--- src/rtl/flags_pkg.sv ---
// Shared flag bit positions and carry-select encodings for the ALU flags unit.
package flags_pkg;

    localparam int unsigned FLAG_AC    = 0;
    localparam int unsigned FLAG_LC    = 1;
    localparam int unsigned FLAG_Z     = 2;
    localparam int unsigned FLAG_S     = 3;
    localparam int unsigned FLAG_V     = 4;
    localparam int unsigned FLAG_COUNT = 5;

    localparam logic [1:0] CSEL_ZERO  = 2'b00;
    localparam logic [1:0] CSEL_ONE   = 2'b01;
    localparam logic [1:0] CSEL_ARITH = 2'b10;
    localparam logic [1:0] CSEL_LOGIC = 2'b11;

endpackage

--- src/rtl/flag_stack.sv ---
// Shift-register LIFO for saved flag words; the top-of-stack entry is always slot 0.
module flag_stack #(
    parameter int unsigned STACK_DEPTH = 4,
    parameter int unsigned FLAG_COUNT  = 5
) (
    input  logic                  clk,
    input  logic                  rst_n,
    input  logic                  push,
    input  logic                  pop,
    input  logic [FLAG_COUNT-1:0] din,
    output logic                  full,
    output logic                  empty,
    output logic [FLAG_COUNT-1:0] top
);

    localparam int unsigned CW = $clog2(STACK_DEPTH + 1);

    logic [CW-1:0]         r_count;
    logic [FLAG_COUNT-1:0] r_mem [STACK_DEPTH];

    // Caller guarantees push/pop are mutually exclusive and never overflow/underflow.
    always_ff @(posedge clk) begin
        if (!rst_n) begin
            r_count <= '0;
        end else if (push) begin
            r_count <= r_count + CW'(1);
        end else if (pop) begin
            r_count <= r_count - CW'(1);
        end
    end

    always_ff @(posedge clk) begin
        if (push) begin
            r_mem[0] <= din;
            for (int unsigned i = 1; i < STACK_DEPTH; i++) begin
                r_mem[i] <= r_mem[i-1];
            end
        end else if (pop) begin
            for (int unsigned i = 0; i + 1 < STACK_DEPTH; i++) begin
                r_mem[i] <= r_mem[i+1];
            end
        end
    end

    assign full  = (r_count == CW'(STACK_DEPTH));
    assign empty = (r_count == '0);
    assign top   = r_mem[0];

endmodule

--- src/rtl/flags_unit.sv ---
// ALU status-flag register with masked updates, direct load, save stack and carry select.
module flags_unit
    import flags_pkg::*;
#(
    parameter int unsigned WIDTH       = 8,
    parameter int unsigned STACK_DEPTH = 4
) (
    input  logic                  clk,
    input  logic                  rst_n,
    input  logic                  valid_in,
    input  logic                  stall,
    input  logic [WIDTH-1:0]      data_in,
    input  logic [WIDTH-1:0]      lhs_in,
    input  logic [WIDTH-1:0]      rhs_in,
    input  logic                  arith_carry_in,
    input  logic                  logic_carry_in,
    input  logic [1:0]            carry_sel,
    input  logic [FLAG_COUNT-1:0] update_mask,
    input  logic                  load_en,
    input  logic [FLAG_COUNT-1:0] load_flags,
    input  logic                  push,
    input  logic                  pop,
    output logic [FLAG_COUNT-1:0] flags_o,
    output logic [1:0]            carry_sel_d,
    output logic                  carry_out,
    output logic                  stack_full,
    output logic                  stack_empty,
    output logic                  stack_err
);

    logic [FLAG_COUNT-1:0] r_flags;
    logic [1:0]            r_csel_d;
    logic                  r_err;

    logic [FLAG_COUNT-1:0] w_calc;
    logic [FLAG_COUNT-1:0] w_masked;
    logic [FLAG_COUNT-1:0] w_flags_nxt;
    logic [FLAG_COUNT-1:0] w_top;
    logic                  w_full;
    logic                  w_empty;
    logic                  w_push_only;
    logic                  w_pop_only;
    logic                  w_do_push;
    logic                  w_do_pop;
    logic                  w_err_evt;

    always_comb begin
        w_calc          = '0;
        w_calc[FLAG_V]  = (lhs_in[WIDTH-1] ^ data_in[WIDTH-1]) & (data_in[WIDTH-1] ^ rhs_in[WIDTH-1]);
        w_calc[FLAG_S]  = data_in[WIDTH-1];
        w_calc[FLAG_Z]  = ~|data_in;
        w_calc[FLAG_LC] = logic_carry_in;
        w_calc[FLAG_AC] = arith_carry_in;
    end

    assign w_masked    = (r_flags & ~update_mask) | (w_calc & update_mask);
    assign w_push_only = push & ~pop;
    assign w_pop_only  = pop & ~push;
    assign w_do_push   = ~stall & w_push_only & ~w_full;
    assign w_do_pop    = ~stall & w_pop_only & ~w_empty;
    assign w_err_evt   = ~stall & ((push & pop) | (w_push_only & w_full) | (w_pop_only & w_empty));

    // A lone pop owns the flag register even when it fails; a push/pop conflict does not.
    always_comb begin
        w_flags_nxt = r_flags;
        if (w_pop_only) begin
            if (!w_empty) begin
                w_flags_nxt = w_top;
            end
        end else if (load_en) begin
            w_flags_nxt = load_flags;
        end else if (valid_in) begin
            w_flags_nxt = w_masked;
        end
    end

    always_ff @(posedge clk) begin
        if (!rst_n) begin
            r_flags  <= '0;
            r_csel_d <= CSEL_ZERO;
            r_err    <= 1'b0;
        end else if (!stall) begin
            r_flags  <= w_flags_nxt;
            r_csel_d <= carry_sel;
            if (w_err_evt) begin
                r_err <= 1'b1;
            end
        end
    end

    flag_stack #(
        .STACK_DEPTH (STACK_DEPTH),
        .FLAG_COUNT  (FLAG_COUNT)
    ) u_stack (
        .clk   (clk),
        .rst_n (rst_n),
        .push  (w_do_push),
        .pop   (w_do_pop),
        .din   (r_flags),
        .full  (w_full),
        .empty (w_empty),
        .top   (w_top)
    );

    always_comb begin
        carry_out = 1'b0;
        case (r_csel_d)
            CSEL_ZERO:  carry_out = 1'b0;
            CSEL_ONE:   carry_out = 1'b1;
            CSEL_ARITH: carry_out = r_flags[FLAG_AC];
            CSEL_LOGIC: carry_out = r_flags[FLAG_LC];
            default:    carry_out = 1'b0;
        endcase
    end

    assign flags_o     = r_flags;
    assign carry_sel_d = r_csel_d;
    assign stack_full  = w_full;
    assign stack_empty = w_empty;
    assign stack_err   = r_err;

endmodule

--- config.mk ---
export PLATFORM = sky130hd
export DESIGN_NAME = flags_unit
export DESIGN_NICKNAME = d
export VERILOG_FILES = /design/src/rtl/flags_pkg.sv /design/src/rtl/flag_stack.sv /design/src/rtl/flags_unit.sv
export SDC_FILE = /design/constraint.sdc
export NUM_CORES = 1
export LEC_CHECK = 0
export CELL_PAD_IN_SITES_DETAIL_PLACEMENT = 2
export CELL_PAD_IN_SITES_GLOBAL_PLACEMENT = 2
export CORE_ASPECT_RATIO = 0.5
export CORE_UTILIZATION = 26
export CTS_CLUSTER_DIAMETER = 150
export DETAILED_ROUTE_END_ITERATION = 10
export PLACE_DENSITY_LB_ADDON = 0.1
export SETUP_SLACK_MARGIN = 0.3
export SYNTH_ARGS = -nofsm -noshare
export SYNTH_HDL_FRONTEND = slang
export SYNTH_SLANG_ARGS = --single-unit
--- constraint.sdc ---
create_clock -name clk -period 2.4 [get_ports clk]
set_clock_uncertainty 0.05 [all_clocks]
set_input_delay 0.72 -clock clk [delete_from_list [all_inputs] [get_ports clk]]
set_output_delay 0.72 -clock clk [all_outputs]
set_load 0.01 [all_outputs]
* Yosys cells after proc, flatten, opt, wreduce, memory -nomap -nowiden
Memories as Yosys holds them, arrays and structs flattened. Index checks and enable logic that the tools add are counted.
Operators by class: $add $sub $neg 2, eq/ne operators 5, multiplexer cells 15, bitwise gates (word level) 27, reductions and logical operators 8
Operator list (number):
- two-way mux 5 bit | 7
- AND 1 bit | 11
- AND 5 bit | 2
- OR reduction 8 bit | 1
- two-way mux 3 bit | 2
- two-way mux 1 bit | 5
- NOT 1 bit | 5
- NOT 5 bit | 1
- OR 1 bit | 5
- OR 5 bit | 1
- == test 2 bit (second input constant) | 2
- one-hot mux 1 bit (4 select lines) | 1
- adder 3 x 1 -> 3 bit (second input constant) | 1
- == test 3 bit (second input constant) | 1
- logical NOT 3 bit | 1
- AND reduction 3 bit | 1
- nonzero test 3 bit | 1
- subtractor 3 x 1 -> 3 bit (second input constant) | 1
- == test 2 x 1 -> 1 bit (second input constant) | 1
- logical NOT 2 bit | 1
- inequality test 2 bit (second input constant) | 1
- AND reduction 2 bit | 1
- nonzero test 2 bit | 1
- XOR 1 bit | 2
- logical NOT 1 bit | 1
Word-level totals: flip-flop bits (word level) 11, memory bits (writable) 20, bits of input ports 45, output and inout bits 11, logic and storage cells 62, memories 1
Memory list:
- u_stack.r_mem | depth 4, bits a word 5, rd ports 4, clocked after Yosys merged registers in 0, write ports 4, RTL line flag_stack.sv:19 | logic [FLAG_COUNT-1:0] r_mem [STACK_DEPTH];

* Longest topological paths before layout
word-level depth 8, gate-level depth with buffers 8, depth with buffers taken out 7

* Cells and area by module
A second synthesis with hierarchy kept.
Second synthesis, totals: cell total of the unflattened synthesis 131, area, all modules 1581.5 µm²
By module, submodules not included:
- flag_stack | times used 1, cells each 56, area an instance 1009.7 µm², seq. area each 660.6 µm²
- flags_unit | times used 1, cells each 75, area an instance 571.8 µm², seq. area each 160.2 µm²

* Least setup slack after synthesis
Ideal clock, no wire load.
path type input port to flip-flop, start point input port stall, end point register u_stack.r_count[2], library setup time 0.116 ns, arrival time 2.326 ns, data required time 2.234 ns, slack -0.092 ns, cell stages on the path 7, path buffers 1, cells stage by stage buf_2 > or3b_1 > or2_2 > fa_1 > o22ai_1 > nand3b_1 > o211a_1
Between the ends: longest elaborated chain between the ends 4, elaborated cells on any way between the ends 7, classes of those cells mux (1); bitwise (5); reduce/logical (1)
RTL lines:
- from (decl) | RTL line flags_unit.sv:11 | input logic stall,
- NOT 1 bit (no line) *
- AND 1 bit, on equally long branches (2 in a row) | RTL line flags_unit.sv:59, flags_unit.sv:60
- two-way mux 3 bit / nonzero test 2 bit (equally long branches)
- to (signal assigned) | RTL line flag_stack.sv:26 | r_count <= r_count + CW'(1);
- to (signal assigned) | RTL line flag_stack.sv:28 | r_count <= r_count - CW'(1);
- to (decl) | RTL line flag_stack.sv:18 | logic [CW-1:0] r_count;
Mark *: on every way between the ends. The rest lies on a longest branch, timed or not. A chain may end at the register's enable or synchronous reset.

* Worst setup path after layout
start point input port pop, end point register u_stack.r_count[2]
Between the ends: longest elaborated chain between the ends 5, elaborated cells on any way between the ends 9, classes of those cells mux (1); bitwise (7); reduce/logical (1)
RTL lines:
- from (decl) | RTL line flags_unit.sv:22 | input logic pop,
- NOT 1 bit | RTL line flags_unit.sv:57 | assign w_push_only = push & ~pop;
- AND 1 bit | RTL line flags_unit.sv:57
- AND 1 bit (2 in a row) | RTL line flags_unit.sv:59 | assign w_do_push = ~stall & w_push_only & ~w_full;
- two-way mux 3 bit / nonzero test 2 bit (equally long branches)
Several ways; a longest one is shown, not always the timed one.

==> parameters.txt <==
Parameter                              Value

STA
  Least-Margin Pin Slew    0.4734 ns
  Final hold violation count    0
  Max-slew headroom at the worst pin    0.6834
  Final setup viols    0
  Max Freq    469.6 MHz
  Final worst setup slack    0.2706 ns
  Clock period minus worst slack    2.129 ns
  Setup repair after global routing missed its margin    true
  Number of pins with negative max-slew slack in the final report    0
  Final critical-path share of the clock period    0.8872

Floorplanning
  Die Width    112.8 µm
  Row Count    19
  Core Area    5705 µm²
  DIE HEIGHT    57.41 µm
  Starting density of the core    0.2798
  Die area    6477 µm²
  Io pins    56

Clock tree
  Root Buffer    sky130_fd_sc_hd__clkbuf_16
  Clock insertion delay at the later pin of the skew report    0.27 ns
  TritonCTS buffer count    5
  Register clock-pin slew on the reported worst setup and hold paths    0.05 ns
  Hold-fix buffers, CTS    0
  CTS tree    yes
  Depth of the CTS H-tree    2
  Total number of clock tree sinks    31
  Number of buffers between clock root and the deepest sink    2

Final layout
  Total number of nets in the final design    229
  Number of fill cells in the layout    585
  Final Core Density    0.4211
  Diodes inserted    0
  Sequential cell area    822.0 µm²
  Signed area change from the synthesized netlist to the final layout    50.47%
  Multi-input combinational cell area    730.7 µm²
  Layout cells sized above 1    0.2935

Yosys
  Total standard cell area after synthesis    1597 µm²
  Post-synth cell types    38
  Share of synthesized registers carrying an async set or reset    0
  Synthesized instance count    125
  Sequential-to-total area share from yosys stat    0.5141
  Area fraction of the dominant cell type after synthesis    0.3762
  Most common cell in the synthesized netlist    sky130_fd_sc_hd__edfxtp_1
  Post-Syn Area per Cell    12.77 µm²
  Top post-synthesis cells by count    sky130_fd_sc_hd__edfxtp_1 (20), sky130_fd_sc_hd__dfxtp_1 (11), sky130_fd_sc_hd__mux2_4 (10), sky130_fd_sc_hd__mux2_2 (7), sky130_fd_sc_hd__nand2_1 (7)
  Number of enable flip-flop cells after synthesis    20
  Synthesized flop and latch total    31
  Net Count, Synth    171
  Total number of yosys warnings    0
  Area contributors post-synth    sky130_fd_sc_hd__edfxtp_1 (38%), sky130_fd_sc_hd__dfxtp_1 (14%), sky130_fd_sc_hd__mux2_4 (9.4%)
  Largest area contributor in the netlist    sky130_fd_sc_hd__edfxtp_1
  Most instantiated flip-flop cell in the synthesis netlist    sky130_fd_sc_hd__edfxtp_1

Pwr
  Cell Pwr Density    678.7 nW/µm²
  Maximum VDD drop    0.2711 mV
  Lkg Pwr    0.0009194 µW

Critical path
  Capturing element type of the critical path    flop
  Critical path peak fanout    3
  Crit path kind    in2reg
  Kind of start point of the critical path    input port
  Arrival time at the worst endpoint    2.29 ns
  Data required, critical path    2.56 ns

Placement
  Quantity of I/O buffers inserted on ports    41
  Half-perimeter wire length after detailed placement    3340 µm
  Pre-CTS setup slack    -0.4215 ns
  Final weighted congestion in routability-driven placement    0.6894

Drt
  Vias per cell    4.907
  DRT iter0 DRCs    29
  Routed Antenna Nets    0
  Aggregate routed wire length    4461 µm
  Total number of vias    1261
  Post-route DRC    0
  Initial DRT Pass Iterations    4
  Routed length per instance    17.36 µm

Job
  Count of maximum capacitance violations    0

Global route
  Wire length of the first global-routing pass    7245 µm
  Grt ovf    0
  Number of global-route vias before repair    1389
  Antenna violations before repair    0
  Maximum number of pins on one net before global-route repair    17
  Total GRT Usage    0.1526

Run status
  Result of the run    finished, final reports clean

Worst hold path
  Path category of the worst min-delay check    reg2reg
## cells by family (layout without fill, tap and decap cells)
logic type               count (synthesis)  after routing  share of synthesized area
XOR/XNOR                                 1              1                   0.005487
multiplexers                            21             21                     0.1685
adder cells (fa/ha/maj)                  1              1                    0.01254
AO/OA/AOI/OAI                           28             28                     0.1379
AND/OR/NAND/NOR                         33             33                     0.1176
flip-flops                              31             31                     0.5141
buffers and inverters                   10             69                    0.04388
## what timing repair did
action                                 4_1_cts  5_1_grt
pin swaps                                    6        6
setup buffers                                1        0
gates resized for setup                     15        5
setup endpoints to repair                   46       19
endpoints found under the hold margin        0        0
## worst max-delay path, cell delays in order
cell and delay [ns]:
sky130_fd_sc_hd__buf_6 0.09, sky130_fd_sc_hd__or3b_4 0.39, sky130_fd_sc_hd__or2_4 0.27, sky130_fd_sc_hd__fa_2 0.40, sky130_fd_sc_hd__nand3b_1 0.12, sky130_fd_sc_hd__o22ai_2 0.09
sky130_fd_sc_hd__nand3b_1 0.08, sky130_fd_sc_hd__o211a_1 0.13
## layer usage
metal | share of wire | global-route usage
met3 | 0.031 | 0.04251
met4 | 0.0058 | 0.04000
met2 | 0.48 | 0.2646
met1 | 0.48 | 0.1896
met5 | 0 | 0
## area by class of cell
cell class	instances	area share
Clock buffer	6	0.05781
Clock inverter	2	0.01458
Inverter	3	0.006250
Multi-Input combinational cell	84	0.3042
Sequential cell	31	0.3422
Tap cell	73	0.03802
Timing Repair Buffer	58	0.2370
## where the power goes
| group | total (µW) | internal (µW) | leakage [µW] | switching, µW |
|---|---|---|---|---|
| clock | 735 | 515 | 0.0000868 | 220 |
| combinational | 264 | 156 | 0.000556 | 108 |
| sequential | 631 | 604 | 0.000276 | 27.1 |
| total | 1630 | 1280 | 0.000919 | 355 |
## through the flow
stage	hold slack (ns)	instance area, µm²	power, µW	cells	TNS [ns]
after floorplan	0.3766	1615	759.5	125	0
after global placement	0.3850	2206	895.2	248	-6.343
after detailed placement	0.4057	2206	903.4	248	-6.963
after CTS	0.4218	2406	1650	257	0
after global routing	0.4334	2402	1698	257	0
final	0.4132	2402	1631	257	0
## worst paths after layout
| kind | startpoint | to | slack (ns) | cells after the start |
|---|---|---|---|---|
| min | u_stack.r_mem[0][11]$_DFFE_PP_ | u_stack.r_mem[0][16]$_DFFE_PP_ | 0.41 | 0 |
| max | pop | u_stack.r_count[2]$_SDFFE_PN0P_ | 0.27 | 8 |
| max reg2reg | u_stack.r_count[0]$_SDFFE_PN0P_ | u_stack.r_count[2]$_SDFFE_PN0P_ | 0.49 | 8 |
| min reg2reg | u_stack.r_mem[0][11]$_DFFE_PP_ | u_stack.r_mem[0][16]$_DFFE_PP_ | 0.41 | 0 |
## placed cells by master (no fill, tap or decap), types with 3 or more instances in the layout
| cell | n |
|---|---|
| sky130_fd_sc_hd__mux2i_1 | 4 |
| sky130_fd_sc_hd__clkbuf_16 | 5 |
| sky130_fd_sc_hd__clkdlybuf4s50_1 | 35 |
| sky130_fd_sc_hd__nor3_1 | 6 |
| sky130_fd_sc_hd__nor2_1 | 3 |
| sky130_fd_sc_hd__dfxtp_1 | 10 |
| sky130_fd_sc_hd__nor2b_1 | 5 |
| sky130_fd_sc_hd__o211ai_1 | 6 |
| sky130_fd_sc_hd__buf_12 | 3 |
| sky130_fd_sc_hd__o311ai_1 | 5 |
| sky130_fd_sc_hd__mux2_4 | 10 |
| sky130_fd_sc_hd__buf_4 | 14 |
| sky130_fd_sc_hd__edfxtp_1 | 20 |
| sky130_fd_sc_hd__o41ai_1 | 5 |
| sky130_fd_sc_hd__mux2_2 | 7 |
| sky130_fd_sc_hd__nand2_1 | 7 |
| sky130_fd_sc_hd__dlygate4sd2_1 | 3 |
Note: power is estimated with default switching activity, not from simulation.
